--- config.mk ---
export PLATFORM = sky130hd
export DESIGN_NAME = param_lock_fsm
export DESIGN_NICKNAME = d
export VERILOG_FILES = /design/src/rtl/param_lock_fsm.sv
export SDC_FILE = /design/constraint.sdc
export NUM_CORES = 1
export LEC_CHECK = 0
export ABC_AREA = 1
export CAP_MARGIN = 40
export CORE_MARGIN = 2
export CORE_UTILIZATION = 55
export DETAILED_ROUTE_END_ITERATION = 12
export PLACE_DENSITY = 0.78
export SKIP_CTS_REPAIR_TIMING = 1
export SYNTH_ARGS = -nofsm -noshare
export SYNTH_HDL_FRONTEND = slang
export SYNTH_SLANG_ARGS = --single-unit
export TNS_END_PERCENT = 50
--- constraint.sdc ---
create_clock -name clock -period 1.8 [get_ports clock]
set_clock_uncertainty 0.2 [all_clocks]
set_input_delay 0.27 -clock clock [delete_from_list [all_inputs] [get_ports clock]]
set_output_delay 0.27 -clock clock [all_outputs]
set_load 0.02 [all_outputs]
--- src/rtl/param_lock_fsm.sv ---
// Keypad lock controller: configurable code length, confirm-before-lock, failed-attempt lockout.
// Optional feature: define LOCK_MASTER_CODE_EN to accept MASTER_CODE at unlock and during lockout.
module param_lock_fsm #(
    parameter int unsigned CLOCK_FREQ      = 50000000,
    parameter int unsigned TIMEOUT         = 10*CLOCK_FREQ,
    parameter int unsigned PASSCODE_LENGTH = 4,
    parameter int unsigned DIGIT_WIDTH     = 4,
    parameter int unsigned MAX_ATTEMPTS    = 3,
    parameter int unsigned LOCKOUT_CYCLES  = 30*CLOCK_FREQ,
    parameter logic [PASSCODE_LENGTH*DIGIT_WIDTH-1:0] DEFAULT_PASSCODE = 'h8148,
    parameter logic [PASSCODE_LENGTH*DIGIT_WIDTH-1:0] MASTER_CODE      = 'h0000
) (
    input  logic                                      clock,
    input  logic                                      reset,
    input  logic [DIGIT_WIDTH-1:0]                    key,
    output logic                                      locked,
    output logic                                      error,
    output logic                                      lockout,
    output logic [PASSCODE_LENGTH*DIGIT_WIDTH-1:0]    userEntry,
    output logic [$clog2(PASSCODE_LENGTH+1)-1:0]      entryLength,
    output logic [$clog2(MAX_ATTEMPTS+1)-1:0]         failCount,
    output logic [2:0]                                dbg_state
);

    localparam int CODE_W = PASSCODE_LENGTH*DIGIT_WIDTH;
    localparam int LEN_W  = $clog2(PASSCODE_LENGTH+1);
    localparam int FAIL_W = $clog2(MAX_ATTEMPTS+1);
    localparam int IDLE_W = $clog2(TIMEOUT+1);
    localparam int LCK_W  = $clog2(LOCKOUT_CYCLES+1);

    typedef enum logic [2:0] {
        OPEN_READ1   = 3'd0,
        OPEN_READ2   = 3'd1,
        OPEN_CHECK   = 3'd2,
        LOCKED_READ  = 3'd3,
        LOCKED_CHECK = 3'd4,
        LOCKOUT      = 3'd5
    } state_t;

    state_t              r_state,   w_state_nxt;
    logic [CODE_W-1:0]   r_saved,   w_saved_nxt;
    logic [CODE_W-1:0]   r_pending, w_pending_nxt;
    logic [CODE_W-1:0]   r_entry,   w_entry_nxt;
    logic [LEN_W-1:0]    r_len,     w_len_nxt;
    logic                r_armed,   w_armed_nxt;
    logic [IDLE_W-1:0]   r_idle,    w_idle_nxt;
    logic [LCK_W-1:0]    r_lck_cnt, w_lck_cnt_nxt;
    logic                r_locked,  w_locked_nxt;
    logic                r_error,   w_error_nxt;
    logic                r_lockout, w_lockout_nxt;
    logic [FAIL_W-1:0]   r_fail,    w_fail_nxt;

    logic                w_full;
    logic                w_press;
    logic                w_lock_done;
    logic [CODE_W-1:0]   w_entry_shift;
    logic [FAIL_W-1:0]   w_fail_inc;
    logic                w_unused_params;

    assign w_full        = (r_len == LEN_W'(PASSCODE_LENGTH));
    assign w_press       = (key != '0) && r_armed;
    assign w_lock_done   = (r_lck_cnt == LCK_W'(LOCKOUT_CYCLES-1));
    assign w_entry_shift = (r_entry << DIGIT_WIDTH) | CODE_W'(key);
    assign w_fail_inc    = r_fail + FAIL_W'(1);

`ifdef LOCK_MASTER_CODE_EN
    assign w_unused_params = ^CLOCK_FREQ;
`else
    assign w_unused_params = ^{MASTER_CODE, CLOCK_FREQ};
`endif

    always_comb begin
        w_state_nxt   = r_state;
        w_saved_nxt   = r_saved;
        w_pending_nxt = r_pending;
        w_entry_nxt   = r_entry;
        w_len_nxt     = r_len;
        w_armed_nxt   = r_armed;
        w_idle_nxt    = '0;
        w_lck_cnt_nxt = r_lck_cnt;
        w_locked_nxt  = r_locked;
        w_error_nxt   = r_error;
        w_lockout_nxt = r_lockout;
        w_fail_nxt    = r_fail;

        case (r_state)
            OPEN_READ1, OPEN_READ2, LOCKED_READ: begin
                if (w_full) begin
                    // A full entry moves on; the key is ignored and armed is left alone.
                    case (r_state)
                        OPEN_READ1: begin
                            w_pending_nxt = r_entry;
                            w_entry_nxt   = '0;
                            w_len_nxt     = '0;
                            w_state_nxt   = OPEN_READ2;
                        end
                        OPEN_READ2: w_state_nxt = OPEN_CHECK;
                        default:    w_state_nxt = LOCKED_CHECK;
                    endcase
                end else if (w_press) begin
                    w_entry_nxt = w_entry_shift;
                    w_len_nxt   = r_len + LEN_W'(1);
                    w_armed_nxt = 1'b0;
                    w_error_nxt = 1'b0;
                end else begin
                    if (key == '0) w_armed_nxt = 1'b1;
                    if (r_len != '0) begin
                        if (r_idle == IDLE_W'(TIMEOUT-1)) begin
                            w_error_nxt = 1'b1;
                            w_entry_nxt = '0;
                            w_len_nxt   = '0;
                            if (r_state == OPEN_READ2) w_state_nxt = OPEN_READ1;
                        end else begin
                            w_idle_nxt = r_idle + IDLE_W'(1);
                        end
                    end
                end
            end

            OPEN_CHECK: begin
                w_entry_nxt = '0;
                w_len_nxt   = '0;
                if (r_entry == r_pending) begin
                    w_saved_nxt  = r_entry;
                    w_locked_nxt = 1'b1;
                    w_state_nxt  = LOCKED_READ;
                end else begin
                    w_error_nxt = 1'b1;
                    w_state_nxt = OPEN_READ1;
                end
            end

            LOCKED_CHECK: begin
                w_entry_nxt = '0;
                w_len_nxt   = '0;
`ifdef LOCK_MASTER_CODE_EN
                if (r_entry == r_saved || r_entry == MASTER_CODE) begin
`else
                if (r_entry == r_saved) begin
`endif
                    w_locked_nxt = 1'b0;
                    w_fail_nxt   = '0;
                    w_state_nxt  = OPEN_READ1;
                end else begin
                    w_error_nxt = 1'b1;
                    w_fail_nxt  = w_fail_inc;
                    if (w_fail_inc == FAIL_W'(MAX_ATTEMPTS)) begin
                        w_lockout_nxt = 1'b1;
                        w_lck_cnt_nxt = '0;
                        w_state_nxt   = LOCKOUT;
                    end else begin
                        w_state_nxt = LOCKED_READ;
                    end
                end
            end

            LOCKOUT: begin
`ifdef LOCK_MASTER_CODE_EN
                if (w_full && r_entry == MASTER_CODE) begin
                    w_lockout_nxt = 1'b0;
                    w_locked_nxt  = 1'b0;
                    w_fail_nxt    = '0;
                    w_entry_nxt   = '0;
                    w_len_nxt     = '0;
                    w_state_nxt   = OPEN_READ1;
                end else if (w_lock_done) begin
                    w_lockout_nxt = 1'b0;
                    w_fail_nxt    = '0;
                    w_entry_nxt   = '0;
                    w_len_nxt     = '0;
                    w_state_nxt   = LOCKED_READ;
                end else begin
                    w_lck_cnt_nxt = r_lck_cnt + LCK_W'(1);
                    if (w_full) begin
                        w_entry_nxt = '0;
                        w_len_nxt   = '0;
                    end else if (w_press) begin
                        w_entry_nxt = w_entry_shift;
                        w_len_nxt   = r_len + LEN_W'(1);
                        w_armed_nxt = 1'b0;
                        w_error_nxt = 1'b0;
                    end else if (key == '0) begin
                        w_armed_nxt = 1'b1;
                    end
                end
`else
                if (key == '0) w_armed_nxt = 1'b1;
                if (w_lock_done) begin
                    w_lockout_nxt = 1'b0;
                    w_fail_nxt    = '0;
                    w_state_nxt   = LOCKED_READ;
                end else begin
                    w_lck_cnt_nxt = r_lck_cnt + LCK_W'(1);
                end
`endif
            end

            default: w_state_nxt = OPEN_READ1;
        endcase
    end

    always_ff @(posedge clock or negedge reset) begin
        if (!reset) begin
            r_state   <= OPEN_READ1;
            r_saved   <= DEFAULT_PASSCODE;
            r_pending <= '0;
            r_entry   <= '0;
            r_len     <= '0;
            r_armed   <= 1'b0;
            r_idle    <= '0;
            r_lck_cnt <= '0;
            r_locked  <= 1'b0;
            r_error   <= 1'b0;
            r_lockout <= 1'b0;
            r_fail    <= '0;
        end else begin
            r_state   <= w_state_nxt;
            r_saved   <= w_saved_nxt;
            r_pending <= w_pending_nxt;
            r_entry   <= w_entry_nxt;
            r_len     <= w_len_nxt;
            r_armed   <= w_armed_nxt;
            r_idle    <= w_idle_nxt;
            r_lck_cnt <= w_lck_cnt_nxt;
            r_locked  <= w_locked_nxt;
            r_error   <= w_error_nxt;
            r_lockout <= w_lockout_nxt;
            r_fail    <= w_fail_nxt;
        end
    end

    assign locked      = r_locked;
    assign error       = r_error;
    assign lockout     = r_lockout;
    assign userEntry   = r_entry;
    assign entryLength = r_len;
    assign failCount   = r_fail;
    assign dbg_state   = r_state;

endmodule

# Word-level counts from Yosys, hierarchy flattened
# Cells that the tools add are included.
[op_classes]
n_addsub = 4
n_eq_ne = 28
reduce_logical = 22
bitwise_logic = 1
muxes = 53
[op_table]
columns = ["cell", "count"]
rows = [
  ["$mux 29", 5],
  ["$mux 31", 3],
  ["$mux 16", 5],
  ["$pmux 31 s2", 1],
  ["$mux 3", 13],
  ["$eq 16x16->1", 2],
  ["$pmux 16 s2", 1],
  ["$add 31x1->31 const B", 1],
  ["$eq 31x31->1 const B", 1],
  ["$add 29x1->29 const B", 1],
  ["$eq 29x29->1 const B", 1],
  ["$ne 3x3->1 const B", 7],
  ["$ne 2x2->1 const B", 8],
  ["$or 16x4->16", 1],
  ["$mux 1", 14],
  ["$pmux 3 s2", 2],
  ["$pmux 3 s4", 1],
  ["$reduce_and 4->1", 3],
  ["$eq 3x3->1 const B", 3],
  ["$ne 4x4->1 const B", 2],
  ["$reduce_bool 2->1", 4],
  ["$eq 3x2->1 const B", 2],
  ["$mux 2", 3],
  ["$pmux 1 s2", 3],
  ["other kinds (17)", 21],
]
[totals]
output_inout_bits = 27
regBits = 120
in_bits = 6
elab_cells = 120

# Depth between registers and ports, before layout
# Gate-level depths: netlist (run 1).
[logic_depth]
word_depth = 7
depth_mapped = 13
mapped_depth_nobuf = 13

# Worst setup path before layout (run 1)
# OpenSTA, ideal clock, no wires.
[synth_timing]
path_kind = "register to register"
from = "register r_len[0], in the netlist entryLength[0]"
to = "register r_entry[13], in the netlist userEntry[13]"
required_time_ns = 1.535
path_slack_ns = -0.156
t_arrival_ns = 1.691
synth_period_minus_slack_ns = 1.956
stages_incl_launch_ff = 9
cell_sequence = "dfrtp_1 -> inv_1 -> ha_1 -> nand2_1 -> inv_1 -> nor3_2 -> buf_2 -> nand2_1 -> nand2_1"
[synth_via]
elab_chain_len = 3
elab_cells_between_ends = 8
classes_between = "eq/ne: 4; mux: 2; reduce/logical: 2"
[synth_rtl]
columns = ["element", "line_no", "text"]
rows = [
  ["from (decl)", "44", "logic [LEN_W-1:0] r_len, w_len_nxt;"],
  ["from (signal assigned)", "221", "r_len <= w_len_nxt;"],
  ["$eq 3x3->1 / $reduce_bool 3->1 (equally long branches)", "60, 107", ""],
  ["$ne 4x4->1 (no source line) (tied with other cells)", "n/a", ""],
  ["$reduce_and 4->1 (no source line) / $pmux 16 s2 (equally long branches)", "n/a", ""],
  ["to (signal assigned)", "220", "r_entry <= w_entry_nxt;"],
  ["to (decl)", "43", "logic [CODE_W-1:0] r_entry, w_entry_nxt;"],
]
# Parallel ways exist; a longest one is shown, timed or not.
# A chain may end at the register's enable or synchronous reset.

# Worst setup path in the final report (run 1)
[layout_timing]
from = "register r_idle[17]"
to = "register r_idle[11]"
[layout_via]
elab_chain_len = 6
[layout_rtl]
columns = ["element", "line_no", "text"]
rows = [
  ["from (decl)", "46", "logic [IDLE_W-1:0] r_idle, w_idle_nxt;"],
  ["from (signal assigned)", "223", "r_idle <= w_idle_nxt;"],
  ["$eq 29x29->1", "108", "if (r_idle == IDLE_W'(TIMEOUT-1)) begin"],
  ["$mux 29", "108", ""],
  ["$mux 29", "107", "if (r_len != '0) begin"],
  ["$mux 29", "100", "end else if (w_press) begin"],
  ["$mux 29", "88", "if (w_full) begin"],
  ["$mux 29", "86", "case (r_state)"],
  ["named net w_idle_nxt[11]", "46", ""],
]
# The timed path passes the listed nets, and every way through them passes these cells.

==> results.json, run 1 <==
{
  "status": "complete, but fails checks",
  "failed_checks": "setup timing",
  "max-cap-violations": 0,
  "rows": 40,
  "grt_start_max_net_pins": 81,
  "rsz0062_at_grt": "true",
  "hold_violations": 0,
  "rrSetupSlack_ns": -0.19,
  "preCtsSetupSlack_ns": -0.2851,
  "mostFrequentLayoutCell": "nand2_1",
  "antenna_cells": 0,
  "ys_ff_latch": 120,
  "syn_area_per_cell_um2": 7.198,
  "antenna_found_initial": 0,
  "dieHeight_um": 116.1,
  "slew_headroom_pct": 65.34,
  "synth_top_area_share_pct": 42.01,
  "initial_utilization_pct": 56.82,
  "setup_ws_ns": -0.1853,
  "routed_wl_mm": 21.07,
  "cp-start-kind": "register",
  "dr.pass1.iters": 6,
  "hold_end": "userEntry[1]",
  "drc": 0,
  "wire_per_inst_um": 16.30,
  "post-route-period-util_pct": 110.3,
  "synth_warnings": 0,
  "place_congestion": 0.9346,
  "insertion_delay_ns": 0.43,
  "worstPathRequired_ns": 1.92,
  "critPathKind": "reg2reg",
  "min_from": "key[1]",
  "fin_setup_tns_ns": -8.395,
  "path_max_fanout": 6,
  "mostFrequentLayoutCells": "316 x nand2_1, 108 x nor2_1, 108 x dfrtp_1",
  "cp-end-kind": "register",
  "finalMaxSlewViolations": 0,
  "coreArea_um2": 12160,
  "dpl.hpwl_mm": 11.67,
  "grt_pass1_vias": 6222,
  "avgViaCountPerCell": 5.540,
  "dpl-instance-area_um2": 8104,
  "reg2reg_depth": 8,
  "drive_gt1_share_pct": 27.47,
  "synthFlopType": "dfrtp_1",
  "power_density_nw_per_um2": 1161,
  "nNetsFinal": 1123,
  "r2r_end": "r_idle[11]",
  "synth.distinct_cells": 39,
  "critPathArrivalTime_ns": 2.10,
  "finalSetupViolCount": 108,
  "fin_cells": 1293,
  "pin_count": 33,
  "cts-root-buf": "clkbuf_16",
  "drt_first_iter_violations": 621,
  "clk_pin_slew_ns": 0.06,
  "clk_path_buf_depth": 2,
  "antenna_left": 0,
  "cts_tree": "built",
  "die_w_um": 116.1,
  "fillers": 794,
  "portBuffers": 32,
  "min_path_cells": 3,
  "syn_to_final_growth_pct": 37.81,
  "synthCells": 960,
  "synth_edf_count": 0,
  "grt_pass1_wl_mm": 29.12,
  "syn_nets": 971,
  "worstReg2RegStart": "r_idle[17]",
  "cts.sinks": 120,
  "fmax_mhz": 503.7,
  "finalCriticalPeriod_ns": 1.985,
  "seq_area_frac_synth_pct": 43.53,
  "p_leak_uw": 0.004888,
  "synth_area_leaders": "dfrtp_1 42%, nand2_1 20%, nor2_1 6.6%",
  "numCtsBuffers": 17,
  "multi_input_area_um2": 3835,
  "place_inst": 1235,
  "seq_area_um2": 3018,
  "overflow": 0,
  "hp-class": "in2reg",
  "die-area_um2": 13480,
  "final_cell_area_um2": 9523,
  "htreeDepth": 4,
  "track_usage_pct": 27.57,
  "worst_pin_slew_ns": 0.5199,
  "netlist_area_um2": 6910,
  "ir_worst_vdd_mv": 1.139,
  "synth_top_cell_by_area": "dfrtp_1",
  "vias": 7163,
  "synthArstFlopShare_pct": 100.0
}
==> layer usage <==
| layer | vias up | part of all wire (%) | global-route usage (%) |
|---|---|---|---|
| met2 | 319 | 50 | 45.34 |
| li1 | 3319 | - | - |
| met1 | 3443 | 40 | 36.18 |
| met4 | 0 | 3.6 | 10.63 |
| met5 | - | 0 | 0 |
| met3 | 82 | 6.9 | 5.708 |
==> area by class of cell <==
class                      count  area share [%]
multi-input combinational    722           40.27
timing repair inverter         1         0.07883
tap                          168           2.207
clock inverter                12           1.577
clock buffer                  20           4.691
sequential                   120           31.69
inverter                      99           3.981
timing repair buffer         151           15.50
==> cell usage after synthesis (all sizes together), types with 7 or more instances <==
| library cell | count |
|---|---|
| a21oi | 19 |
| buf | 16 |
| dfrtp | 116 |
| inv | 99 |
| nand2 | 369 |
| nand3 | 47 |
| nand4 | 16 |
| nor2 | 141 |
| nor3 | 22 |
| o21ai | 43 |
| xnor2 | 7 |
| xor2 | 27 |
==> registers in the layout (all words and copies together) (netlist names), 2 cells and up <==
| name | flops |
|---|---|
| r_lck_cnt | 31 |
| r_idle | 29 |
| r_pending | 16 |
| r_saved | 16 |
| userEntry | 16 |
| dbg_state | 3 |
| entryLength | 3 |
| failCount | 2 |
==> metrics by stage <==
| step | util [%] | hold slack (ns) | total power, uW |
|---|---|---|---|
| CTS | 71.54 | -0.3105 | 9982 |
| floorplan | - | -0.2256 | 5156 |
| detailed placement | 66.64 | 0.1351 | 6451 |
| global placement | 66.64 | 0.1328 | 6371 |
| global route | 78.30 | 0.2393 | 11520 |
| finish | 78.30 | 0.2137 | 11060 |
==> critical path, cell delays in order, from the launching register on <==
cell     delay (ns)
dfrtp_1        0.45
nor3_1         0.31
nand2_1        0.15
nor2_4         0.18
nand2_2        0.11
nand3_4        0.18
buf_8          0.15
a21oi_2        0.03
o21a_1         0.12
==> logic make-up (layout without fill, tap and decap cells) <==
kind of cell	count (synthesis)	in the layout	synth area share (%)
compound gates	69	69	5.323
flops	120	120	43.53
buf+inv	121	283	7.496
simple gates	611	614	38.44
fa+ha+maj	5	5	0.9053
xor+xnor	34	34	4.309
==> report_power, final <==
part	switching (uW)	internal, uW
Clock	1280	2210
Combinational	2340	1730
Sequential	417	3090
==> worst max path at each step <==
stage                     cells past startpoint             to         start
final                                         8     r_idle[11]    r_idle[17]
after detailed placement                     10     r_idle[17]        key[2]
after CTS                                     2   userEntry[7]  userEntry[7]
after global placement                       10     r_idle[17]        key[0]
after floorplan                              11  r_lck_cnt[10]  r_lck_cnt[0]
after global routing                         10     r_idle[11]     r_idle[1]
No activity file was read; power rests on OpenSTA's default activity.
==> inputs of run 2 (changes only) <==
CORE_ASPECT_RATIO = 2   (was not set)
CORE_MARGIN = not set   (was 2)
GPL_TIMING_DRIVEN = 0   (was not set)
==> results.json, run 2 (synthesis results as in run 1) <==
{
  "power_density_nw_per_um2": 1146,
  "dieHeight_um": 160.5,
  "vias": 7126,
  "wire_per_inst_um": 19.14,
  "timing.hold.ws_ns": 0.07708,
  "wl_met1_mm": 7.532,
  "dpl.hpwl_mm": 13.23,
  "hp-class": "in2async",
  "finalMaxSlewViolations": 0,
  "cts_tree": "built",
  "grt_start_max_net_pins": 93,
  "critPathKind": "reg2reg",
  "pin_count": 33,
  "finalCriticalPeriod_ns": 2.046,
  "drive_gt1_share_pct": 32.05,
  "ir_worst_vdd_mv": 1.409,
  "status": "complete, but fails checks",
  "top_layer_used": "met4",
  "cp-end-kind": "register",
  "cts-root-buf": "clkbuf_16",
  "rsz0062_at_grt": "true",
  "hold_violations": 0,
  "place_inst": 1140,
  "cts.sinks": 120,
  "clk_path_buf_depth": 2,
  "die-area_um2": 13040,
  "track_usage_pct": 31.53,
  "grt_pass1_vias": 6283,
  "multi_input_area_um2": 4015,
  "fillers": 749,
  "clk_pin_slew_ns": 0.06,
  "finalSetupViolCount": 99,
  "dr.pass1.iters": 6,
  "antenna_found_initial": 0,
  "numCtsBuffers": 17,
  "largest_reg_flops": 31,
  "largestRegisters": "r_lck_cnt: 31 flops, r_idle: 29 flops",
  "post-route-period-util_pct": 113.7,
  "grt_pass1_wl_mm": 30.44,
  "cp-start-kind": "register",
  "setup_ws_ns": -0.2461,
  "critPathArrivalTime_ns": 2.21,
  "syn_to_final_growth_pct": 37.14,
  "antenna_left": 0,
  "htreeDepth": 4,
  "wl_met3_mm": 1.273,
  "place_congestion": 0.9887,
  "path_max_fanout": 7,
  "mostFrequentLayoutCell": "nand2_1",
  "avgViaCountPerCell": 5.765,
  "rows": 57,
  "antenna_cells": 0,
  "insertion_delay_ns": 0.43,
  "max-cap-violations": 0,
  "nNetsFinal": 1087,
  "coreArea_um2": 12200,
  "top_register": "r_lck_cnt",
  "failed_checks": "setup timing",
  "fin_cells": 1236,
  "worstPathRequired_ns": 1.96,
  "p_leak_uw": 0.004746,
  "die_w_um": 81.26,
  "overflow": 0,
  "fmax_mhz": 488.7,
  "dr_wl_met2_mm": 12.53,
  "slew_headroom_pct": 66.26,
  "routed_wl_mm": 23.65,
  "portBuffers": 32,
  "initial_utilization_pct": 56.66,
  "drc": 0,
  "seq_area_um2": 3048,
  "mostFrequentLayoutCells": "288 x nand2_1, 104 x nor2_1, 84 x dfrtp_1",
  "final_util_pct": 77.71,
  "worst_pin_slew_ns": 0.5061,
  "drt_first_iter_violations": 642
}
run 2: cell types whose count changed in the layout (fill, tap and decap cells not counted), moves of 7 or more:
cell	previous run	this run
buf_12	8	1
buf_4	100	48
buf_6	6	16
buf_8	2	9
dfrtp_1	108	84
dfrtp_2	8	32
inv_1	84	74
nand2_1	316	288
nand2_2	41	61
nand2_4	12	20
nor2_4	15	23
o21ai_0	18	10
o21ai_2	6	14
run 2: path summary, 6_finish.rpt:
| kind | to | cells past startpoint | slack (ns) | startpoint |
|---|---|---|---|---|
| worst max-delay path | r_lck_cnt[22] | 10 | -0.25 | r_lck_cnt[1] |
| worst min-delay path | r_idle[19] | 2 | 0.08 | reset |
| worst max register to register | r_lck_cnt[22] | 10 | -0.25 | r_lck_cnt[1] |
| worst min register to register | locked | 2 | 0.27 | locked |
| max in group asynchronous | r_lck_cnt[1] | 3 | 0.52 | reset |
| min in group clock | userEntry[0] | 3 | 0.21 | key[0] |
run 2: final cells by class:
class | count | share of cell area (%)
clock inverters | 14 | 1.241
inverters | 99 | 4.093
multi-input cells | 720 | 42.37
flip-flops and latches | 120 | 32.16
repair buffers | 97 | 11.24
plain buffers | 21 | 2.429
well taps | 147 | 1.941
clock buffers | 18 | 4.529
run 2: metal layers:
layer / vias up / GRT usage [%]
li1: 3229 / -
met1: 3387 / 30.60
met2: 348 / 57.27
met3: 162 / 6.250
met4: 0 / 20.62
met5: - / 0
run 2: worst max-delay path, stage by stage, from the launching register on:
cell       delay [ns]
dfrtp_2          0.41
ha_4             0.16
nand2_4          0.06
nor2_4           0.20
nand2_4          0.10
nor2_4           0.16
nand3_4          0.12
nand3_4          0.23
clkbuf_16        0.22
nand2_2          0.05
nand2_1          0.06
run 2: metrics by stage:
stage	setup TNS [ns]	area [um^2]	power [uW]	worst slack, ns
after CTS	-36.85	8006	9386	-0.5853
after global placement	-576.52	7431	6147	-4.989
final	-13.95	9477	10860	-0.2461
after floorplan	-0.2602	6927	5156	-0.02458
after detailed placement	-37.88	7460	6190	-0.5283
after global routing	-22.13	9477	11250	-0.3439
run 2: where the power goes:
| part | internal, uW | total (uW) | switching [uW] |
|---|---|---|---|
| sequential | 3110 | 3690 | 577 |
| clock | 1790 | 3250 | 1450 |
| combinational | 1620 | 3930 | 2310 |
